<file path="config.mk">
export PLATFORM = sky130hd
export DESIGN_NAME = hack_boot_ctrl
export DESIGN_NICKNAME = d
export VERILOG_FILES = /design/src/rtl/hack_boot_ctrl.sv
export SDC_FILE = /design/constraint.sdc
export NUM_CORES = 1
export LEC_CHECK = 0
export BUFFER_PORTS_ARGS = -buffer_cell sky130_fd_sc_hd__buf_4
export CORE_ASPECT_RATIO = 1.4
export CORE_MARGIN = 2
export CORE_UTILIZATION = 60
export CTS_CLUSTER_DIAMETER = 30
export DETAILED_ROUTE_END_ITERATION = 12
export GPL_TIMING_DRIVEN = 0
export PLACE_DENSITY_LB_ADDON = 0.12
export RECOVER_POWER = 50
export SKIP_CTS_REPAIR_TIMING = 1
export SLEW_MARGIN = 0
export SYNTH_ARGS = -nofsm -noshare
export SYNTH_HDL_FRONTEND = slang
export SYNTH_SLANG_ARGS = --single-unit
</file>
<file path="constraint.sdc">
create_clock -name clk -period 3.3 [get_ports clk]
set_input_delay 0.165 -clock clk [delete_from_list [all_inputs] [get_ports clk]]
set_output_delay 0.165 -clock clk [all_outputs]
set_load 0.03 [all_outputs]
</file>
<file path="src/rtl/hack_boot_ctrl.sv">
// hack_boot_ctrl: boot sequencer for the Hack CPU.
// Receives a framed program image from the UART byte stream, writes each
// 16-bit word into the instruction ROM, verifies an XOR checksum and only
// then releases the CPU from reset. A boot request pulse forces a reload.
module hack_boot_ctrl #(
    parameter int DEPTH   = 14,
    parameter int TIMEOUT = 1000000
) (
    input  logic             clk,
    input  logic             rst,
    input  logic             in_valid,
    input  logic [7:0]       in_data,
    output logic             in_ready,
    input  logic             boot_req,
    output logic             rom_we,
    output logic [DEPTH-1:0] rom_waddr,
    output logic [15:0]      rom_wdata,
    output logic             cpu_rst,
    output logic             o_busy,
    output logic             o_err
);

    typedef enum logic [2:0] {
        S_IDLE    = 3'd0,
        S_LEN_HI  = 3'd1,
        S_LEN_LO  = 3'd2,
        S_DATA_HI = 3'd3,
        S_DATA_LO = 3'd4,
        S_CSUM    = 3'd5,
        S_RUN     = 3'd6,
        S_ERROR   = 3'd7
    } state_t;

    localparam logic [7:0]  SYNC_BYTE = 8'hA5;
    // Timeout counter saturates at TIMEOUT, so it needs room for that value.
    localparam int          TW        = $clog2(TIMEOUT + 1);
    localparam logic [TW-1:0] TO_LIMIT = TW'(TIMEOUT);
    // Largest legal word count; compared in 17 bits so 2^16 would still fit.
    localparam logic [16:0] MAX_WORDS = 17'(64'd1 << DEPTH);

    state_t             state_q, state_d;
    logic [7:0]         len_hi_q, len_hi_d;
    logic [15:0]        len_q, len_d;
    logic [DEPTH:0]     wcnt_q, wcnt_d;
    logic [7:0]         csum_q, csum_d;
    logic [7:0]         hi_q, hi_d;
    logic [TW-1:0]      tcnt_q, tcnt_d;
    logic               rom_we_q, rom_we_d;
    logic [DEPTH-1:0]   rom_waddr_q, rom_waddr_d;
    logic [15:0]        rom_wdata_q, rom_wdata_d;
    logic               in_ready_q, in_ready_d;
    logic               cpu_rst_q, cpu_rst_d;
    logic               busy_q, busy_d;
    logic               err_q, err_d;

    logic               accept;
    logic               loading;
    logic [15:0]        len_word;
    logic [16:0]        wcnt_inc;

    // A byte transfers only when the registered ready is high.
    assign accept  = in_valid && in_ready_q;
    assign loading = (state_q == S_LEN_HI) || (state_q == S_LEN_LO) ||
                     (state_q == S_DATA_HI) || (state_q == S_DATA_LO) ||
                     (state_q == S_CSUM);

    // Next-state and datapath decode; boot request beats a byte, a byte beats the timeout.
    always_comb begin
        state_d     = state_q;
        len_hi_d    = len_hi_q;
        len_d       = len_q;
        wcnt_d      = wcnt_q;
        csum_d      = csum_q;
        hi_d        = hi_q;
        tcnt_d      = tcnt_q;
        rom_we_d    = 1'b0;
        rom_waddr_d = rom_waddr_q;
        rom_wdata_d = rom_wdata_q;
        len_word    = {len_hi_q, in_data};
        wcnt_inc    = 17'(wcnt_q) + 17'd1;

        if (loading && (tcnt_q != TO_LIMIT)) begin
            tcnt_d = tcnt_q + TW'(1);
        end
        if (accept) begin
            tcnt_d = '0;
        end

        if (boot_req && (state_q != S_IDLE)) begin
            state_d = S_IDLE;
        end else if (accept) begin
            case (state_q)
                S_IDLE: begin
                    if (in_data == SYNC_BYTE) begin
                        state_d = S_LEN_HI;
                    end
                end
                S_LEN_HI: begin
                    len_hi_d = in_data;
                    state_d  = S_LEN_LO;
                end
                S_LEN_LO: begin
                    len_d  = len_word;
                    wcnt_d = '0;
                    csum_d = '0;
                    if ({1'b0, len_word} > MAX_WORDS) begin
                        state_d = S_ERROR;
                    end else if (len_word == 16'd0) begin
                        state_d = S_CSUM;
                    end else begin
                        state_d = S_DATA_HI;
                    end
                end
                S_DATA_HI: begin
                    hi_d    = in_data;
                    csum_d  = csum_q ^ in_data;
                    state_d = S_DATA_LO;
                end
                S_DATA_LO: begin
                    csum_d      = csum_q ^ in_data;
                    rom_we_d    = 1'b1;
                    rom_waddr_d = wcnt_q[DEPTH-1:0];
                    rom_wdata_d = {hi_q, in_data};
                    wcnt_d      = wcnt_inc[DEPTH:0];
                    if (wcnt_inc == {1'b0, len_q}) begin
                        state_d = S_CSUM;
                    end else begin
                        state_d = S_DATA_HI;
                    end
                end
                S_CSUM: begin
                    if (in_data == csum_q) begin
                        state_d = S_RUN;
                    end else begin
                        state_d = S_ERROR;
                    end
                end
                S_ERROR: begin
                    if (in_data == SYNC_BYTE) begin
                        state_d = S_LEN_HI;
                    end
                end
                default: begin
                    state_d = state_q;
                end
            endcase
        end else if (loading && (tcnt_q == TO_LIMIT)) begin
            state_d = S_ERROR;
        end

        // Status outputs are registered decodes of the upcoming state.
        in_ready_d = (state_d != S_RUN);
        cpu_rst_d  = (state_d != S_RUN);
        busy_d     = (state_d == S_LEN_HI) || (state_d == S_LEN_LO) ||
                     (state_d == S_DATA_HI) || (state_d == S_DATA_LO) ||
                     (state_d == S_CSUM);
        err_d      = (state_d == S_ERROR);
    end

    // FSM state register.
    always_ff @(posedge clk or negedge rst) begin
        if (!rst) begin
            state_q <= S_IDLE;
        end else begin
            state_q <= state_d;
        end
    end

    // Frame datapath, ROM write port and registered status outputs.
    always_ff @(posedge clk or negedge rst) begin
        if (!rst) begin
            len_hi_q    <= '0;
            len_q       <= '0;
            wcnt_q      <= '0;
            csum_q      <= '0;
            hi_q        <= '0;
            tcnt_q      <= '0;
            rom_we_q    <= 1'b0;
            rom_waddr_q <= '0;
            rom_wdata_q <= '0;
            in_ready_q  <= 1'b1;
            cpu_rst_q   <= 1'b1;
            busy_q      <= 1'b0;
            err_q       <= 1'b0;
        end else begin
            len_hi_q    <= len_hi_d;
            len_q       <= len_d;
            wcnt_q      <= wcnt_d;
            csum_q      <= csum_d;
            hi_q        <= hi_d;
            tcnt_q      <= tcnt_d;
            rom_we_q    <= rom_we_d;
            rom_waddr_q <= rom_waddr_d;
            rom_wdata_q <= rom_wdata_d;
            in_ready_q  <= in_ready_d;
            cpu_rst_q   <= cpu_rst_d;
            busy_q      <= busy_d;
            err_q       <= err_d;
        end
    end

    assign in_ready  = in_ready_q;
    assign rom_we    = rom_we_q;
    assign rom_waddr = rom_waddr_q;
    assign rom_wdata = rom_wdata_q;
    assign cpu_rst   = cpu_rst_q;
    assign o_busy    = busy_q;
    assign o_err     = err_q;

endmodule

</file>
==> report_table.html <==
<table>
<tr><th>Metric</th><th>Value</th></tr>
<tr><th colspan="2">Yosys</th></tr>
<tr><td>Cell taking the most area after synthesis</td><td>dfrtp_1</td></tr>
<tr><td>Area share of fa/ha/maj cells after synthesis</td><td>0.664%</td></tr>
<tr><td>Post-synthesis average cell area</td><td>9.50 um^2</td></tr>
<tr><td>Xor and xnor area share after synthesis</td><td>between 7 and 8%</td></tr>
<tr><td>Share of the synthesized area in the top cell type</td><td>49.1%</td></tr>
<tr><td>Main area contributors after synthesis</td><td>dfrtp_1 49%, nand2_1 7.8%, mux2_2 6.6%</td></tr>
<tr><td>Share of synthesized cell area in and, or, nand and nor gates</td><td>22.6%</td></tr>
<tr><td>Most common cell in the netlist</td><td>nand2_1</td></tr>
<tr><td>Number of standard cells after synthesis</td><td>595</td></tr>
<tr><td>Flip-flop and latch count after synthesis</td><td>112</td></tr>
<tr><td>Sequential element share of the synthesized area</td><td>approximately half</td></tr>
<tr><td>Post-synthesis async set-or-reset flop share</td><td>between 90% and 100%</td></tr>
<tr><td>Yosys synthesis warning count</td><td>0</td></tr>
<tr><td>Commonest cells in the synthesized netlist</td><td>117 x nand2_1, 111 x dfrtp_1, 53 x nor2_1</td></tr>
<tr><td>Post-synth net total</td><td>between 600 and 700</td></tr>
<tr><td>Post-synth cell types</td><td>64</td></tr>
<tr><td>Number of flops mapped to enable cells by yosys</td><td>0</td></tr>
<tr><td>Main synth FF type</td><td>dfrtp_1</td></tr>
<tr><td>Mapped Area</td><td>5650 um^2</td></tr>
<tr><td>Main combinational cell family by area after synthesis</td><td>simple AND/OR/NAND/NOR gates</td></tr>
<tr><td>Complex-gate fraction of the synthesized area</td><td>9.43%</td></tr>
<tr><td>Multiplexer share of the synthesized area</td><td>6.93%</td></tr>
<tr><th colspan="2">STA</th></tr>
<tr><td>Tightest hold margin</td><td>0.0219 ns</td></tr>
<tr><td>Worst clock skew</td><td>0.0102 ns</td></tr>
<tr><td>Setup repair after global routing missed its margin</td><td>no</td></tr>
<tr><td>Pins Over Slew Limit</td><td>0</td></tr>
<tr><td>Setup total negative slack</td><td>0 ns</td></tr>
<tr><td>Slew @ Worst Pin</td><td>1.22 ns</td></tr>
<tr><td>Final cycle utilization of the critical path</td><td>80.0%</td></tr>
<tr><td>Tightest slew margin relative to the limit</td><td>between 10% and 20%</td></tr>
<tr><td>Setup violators final</td><td>0</td></tr>
<tr><td>Worst-case setup margin in the final layout</td><td>0.660 ns</td></tr>
<tr><td>Clock period minus final worst setup slack</td><td>2.64 ns</td></tr>
<tr><td>Number of endpoints with negative hold slack in the final report</td><td>0</td></tr>
<tr><td>Maximum operating frequency</td><td>~380 MHz</td></tr>
<tr><th colspan="2">Pwr</th></tr>
<tr><td>Seq pwr share</td><td>45.0%</td></tr>
<tr><td>LEAKAGE</td><td>2.91 nW</td></tr>
<tr><td>Total net switching power</td><td>0.00155 W</td></tr>
<tr><td>Power Density</td><td>704 nW/um^2</td></tr>
<tr><td>Clk pwr share</td><td>25.4%</td></tr>
<tr><td>Share of total power consumed by net switching</td><td>34.8%</td></tr>
<tr><td>Cell internal pwr</td><td>0.00290 W</td></tr>
<tr><td>Combinational group share of total power</td><td>29.6%</td></tr>
<tr><td>Worst voltage drop across the vdd grid</td><td>0.483 mV</td></tr>
<tr><td>Total chip power</td><td>0.00445 W</td></tr>
<tr><th colspan="2">Clock tree</th></tr>
<tr><td>TritonCTS Buffers</td><td>9</td></tr>
<tr><td>CTS Sinks</td><td>roughly 110</td></tr>
<tr><td>TritonCTS clock tree</td><td>yes</td></tr>
<tr><td>Level count of the clock H-tree</td><td>3</td></tr>
<tr><td>Skew-Pair Late Insertion Delay</td><td>0.36 ns</td></tr>
<tr><td>Clock root cell</td><td>clkbuf_16</td></tr>
<tr><td>Max Buffers Root-to-Sink</td><td>2</td></tr>
<tr><td>Clock-pin slew on the worst setup and hold paths</td><td>0.07 ns</td></tr>
<tr><th colspan="2">Worst setup path</th></tr>
<tr><td>Startpoint kind of the worst setup timing path</td><td>flip-flop</td></tr>
<tr><td>Slowest CP cell</td><td>or4_4</td></tr>
<tr><td>Top delay family on crit path</td><td>simple AND/OR/NAND/NOR gates</td></tr>
<tr><td>Kind of capture point of the worst setup path</td><td>flip-flop</td></tr>
<tr><td>Crit path DAT</td><td>2.94 ns</td></tr>
<tr><td>Class of the most critical setup path</td><td>reg2reg</td></tr>
<tr><td>Worst path max stage delay</td><td>0.54 ns</td></tr>
<tr><td>Critical Path, Cell by Cell</td><td>inv_1 &gt; ha_1 &gt; or4b_1 &gt; or4_4 &gt; nor3_4 &gt; o22ai_1 &gt; a221o_1 &gt; a21oi_2 &gt; and2_1</td></tr>
<tr><td>Largest driver fanout on the critical path</td><td>5</td></tr>
<tr><td>WP buf/inv</td><td>1</td></tr>
<tr><td>Required time at the worst-slack endpoint</td><td>3.60 ns</td></tr>
<tr><th colspan="2">Die</th></tr>
<tr><td>X dimension of the die</td><td>around 86 um</td></tr>
<tr><td>I/O pin count</td><td>47</td></tr>
<tr><td>Standard-cell row count</td><td>41</td></tr>
<tr><td>Core Footprint</td><td>a little over 9000 um^2</td></tr>
<tr><td>Area enclosed by the die boundary</td><td>slightly above 10000 um^2</td></tr>
<tr><td>Initial core utilization</td><td>62.2%</td></tr>
<tr><td>Die outline height</td><td>about 120 um</td></tr>
<tr><th colspan="2">Placement</th></tr>
<tr><td>Last weighted congestion value of the routability-driven placer</td><td>0.838</td></tr>
<tr><td>Number of buffer cells added on primary ports</td><td>38</td></tr>
<tr><td>Post-Place Worst Slack</td><td>0.685 ns</td></tr>
<tr><td>Final HPWL DP</td><td>8780 um</td></tr>
<tr><th colspan="2">Global routing</th></tr>
<tr><td>Pin count of the biggest net entering global routing</td><td>113</td></tr>
<tr><td>Initial antenna violation count</td><td>0</td></tr>
<tr><td>Congestion Overflow GR</td><td>0</td></tr>
<tr><td>Number of global-route vias before repair</td><td>4271</td></tr>
<tr><td>Total global-route track usage</td><td>26.0%</td></tr>
<tr><td>Wire length of the first global-routing pass</td><td>20900 um</td></tr>
<tr><th colspan="2">Drt</th></tr>
<tr><td>Average detailed-routed wire length per instance</td><td>16.5 um</td></tr>
<tr><td>Number of iterations in the first detailed-routing pass</td><td>4</td></tr>
<tr><td>DRC Markers</td><td>0</td></tr>
<tr><td>Vias/cell</td><td>5.92</td></tr>
<tr><td>Total number of vias</td><td>4485</td></tr>
<tr><td>First-iteration detailed-routing DRC count</td><td>212</td></tr>
<tr><td>Total Routed Length</td><td>12500 um</td></tr>
<tr><td>Number of nets with antenna violations after detailed routing</td><td>0</td></tr>
<tr><th colspan="2">Finish</th></tr>
<tr><td>Fraction of layout instances using a drive strength above 1</td><td>14.4%</td></tr>
<tr><td>Inserted Diodes</td><td>0</td></tr>
<tr><td>Area grow syn2layout</td><td>11.9%</td></tr>
<tr><td>Final net count</td><td>around 660</td></tr>
<tr><th colspan="2">Status</th></tr>
<tr><td>Status</td><td>completed</td></tr>
<tr><th colspan="2">Min path</th></tr>
<tr><td>Worst hold path class</td><td>in2reg</td></tr>
<tr><th colspan="2">Job</th></tr>
<tr><td>Max-capacitance violation count</td><td>0</td></tr>
</table>
[power by group through the flow]
stage	logic (W)	registers, W	clock network [W]
global route	0.00145	0.00206	0.00120
detailed placement	0.00134	0.00203	0
finish	0.00132	0.00200	0.00113
global placement	0.00131	0.00201	0
floorplan	0.000794	0.00215	0
CTS	0.00135	0.00200	0.00115
[metal layers]
layer  GRT usage (%)  up-vias  share of wire (%)  wire [um]
li1                -     2152                  -          -
met1            31.3     2195                 40       4980
met2            45.1      113                 54       6760
met3            4.78       25                3.8        478
met4            10.7        0                2.5        316
met5               0        -                  0          0
[worst reg2reg max path, stage by stage, from the launching register on]
cell and delay [ns]:
dfrtp_1 0.43, inv_1 0.08, ha_1 0.14, or4b_1 0.43, or4_4 0.54, nor3_4 0.20
o22ai_1 0.11, a221o_1 0.37, a21oi_2 0.15, and2_1 0.14
[layout by cell type (no fill, tap or decap), types with 3 or more instances in the layout]
master | Yosys | final
nor3_1 | 9 | 9
and4_1 | 4 | 4
nand2_1 | 117 | 117
o31ai_1 | 8 | 8
clkbuf_1 | 27 | 46
o21ai_0 | 43 | 43
dfrtp_1 | 111 | 111
clkbuf_16 | 0 | 9
nand3_1 | 16 | 16
mux2_2 | 33 | 33
and3_1 | 6 | 6
nand2b_1 | 10 | 10
or3_1 | 7 | 7
xor2_1 | 24 | 24
buf_2 | 5 | 5
xnor2_1 | 22 | 22
nor4_2 | 3 | 3
ha_1 | 3 | 3
nor4_1 | 11 | 11
inv_1 | 11 | 11
nand4_1 | 8 | 8
buf_4 | 1 | 21
a21oi_1 | 12 | 12
nor2_1 | 53 | 53
[cells by family (layout without fill, tap and decap cells)]
| family | Yosys count | in the layout |
|---|---|---|
| AND/OR/NAND/NOR | 263 | 263 |
| flip-flops | 112 | 112 |
| AO/OA/AOI/OAI | 88 | 88 |
| buffers and inverters | 48 | 104 |
| XOR/XNOR | 46 | 46 |
| multiplexers | 35 | 35 |
| adder cells (fa/ha/maj) | 3 | 3 |
[stage by stage]
step	area, um^2	util [%]	instances
2_1_floorplan	5650	-	595
3_3_place_gp	6070	66.9	740
3_5_place_dp	6070	66.9	740
4_1_cts	6370	70.2	756
5_1_grt	6320	69.7	758
6_report	6320	69.7	758
[flip-flops by register name, indices dropped and copies added, names as in the netlist]
| name | cells |
|---|---|
| rom_we | 1 |
| len_q | 16 |
| rom_wdata | 16 |
| csum_q | 8 |
| o_err | 1 |
| len_hi_q | 8 |
| wcnt_q | 15 |
| state_q | 3 |
| cpu_rst | 1 |
| o_busy | 1 |
| tcnt_q | 20 |
| hi_q | 8 |
| rom_waddr | 14 |
[path summary, 6_finish.rpt]
check / from / endpoint / slack (ns) / depth (start not counted)
hold reg to reg: rom_waddr[2] / rom_waddr[2] / 0.47 / 2
setup reg to reg: tcnt_q[0] / o_err / 0.66 / 9
max in group asynchronous: rst / csum_q[2] / 0.87 / 3
setup / recovery: tcnt_q[0] / o_err / 0.66 / 9
min in group asynchronous: rst / rom_waddr[8] / 0.53 / 2
hold / removal: boot_req / state_q[2] / 0.02 / 2
[layout make-up]
type,instances,area (um^2)
clock buffers,10,229
well taps,107,134
multi-input cells,435,2640
inverters,12,45.0
repair buffers,40,235
flip-flops and latches,112,2800
clock inverters,6,75.1
plain buffers,36,163
fillers,737,2760
Note: power is estimated with default switching activity, not from simulation.
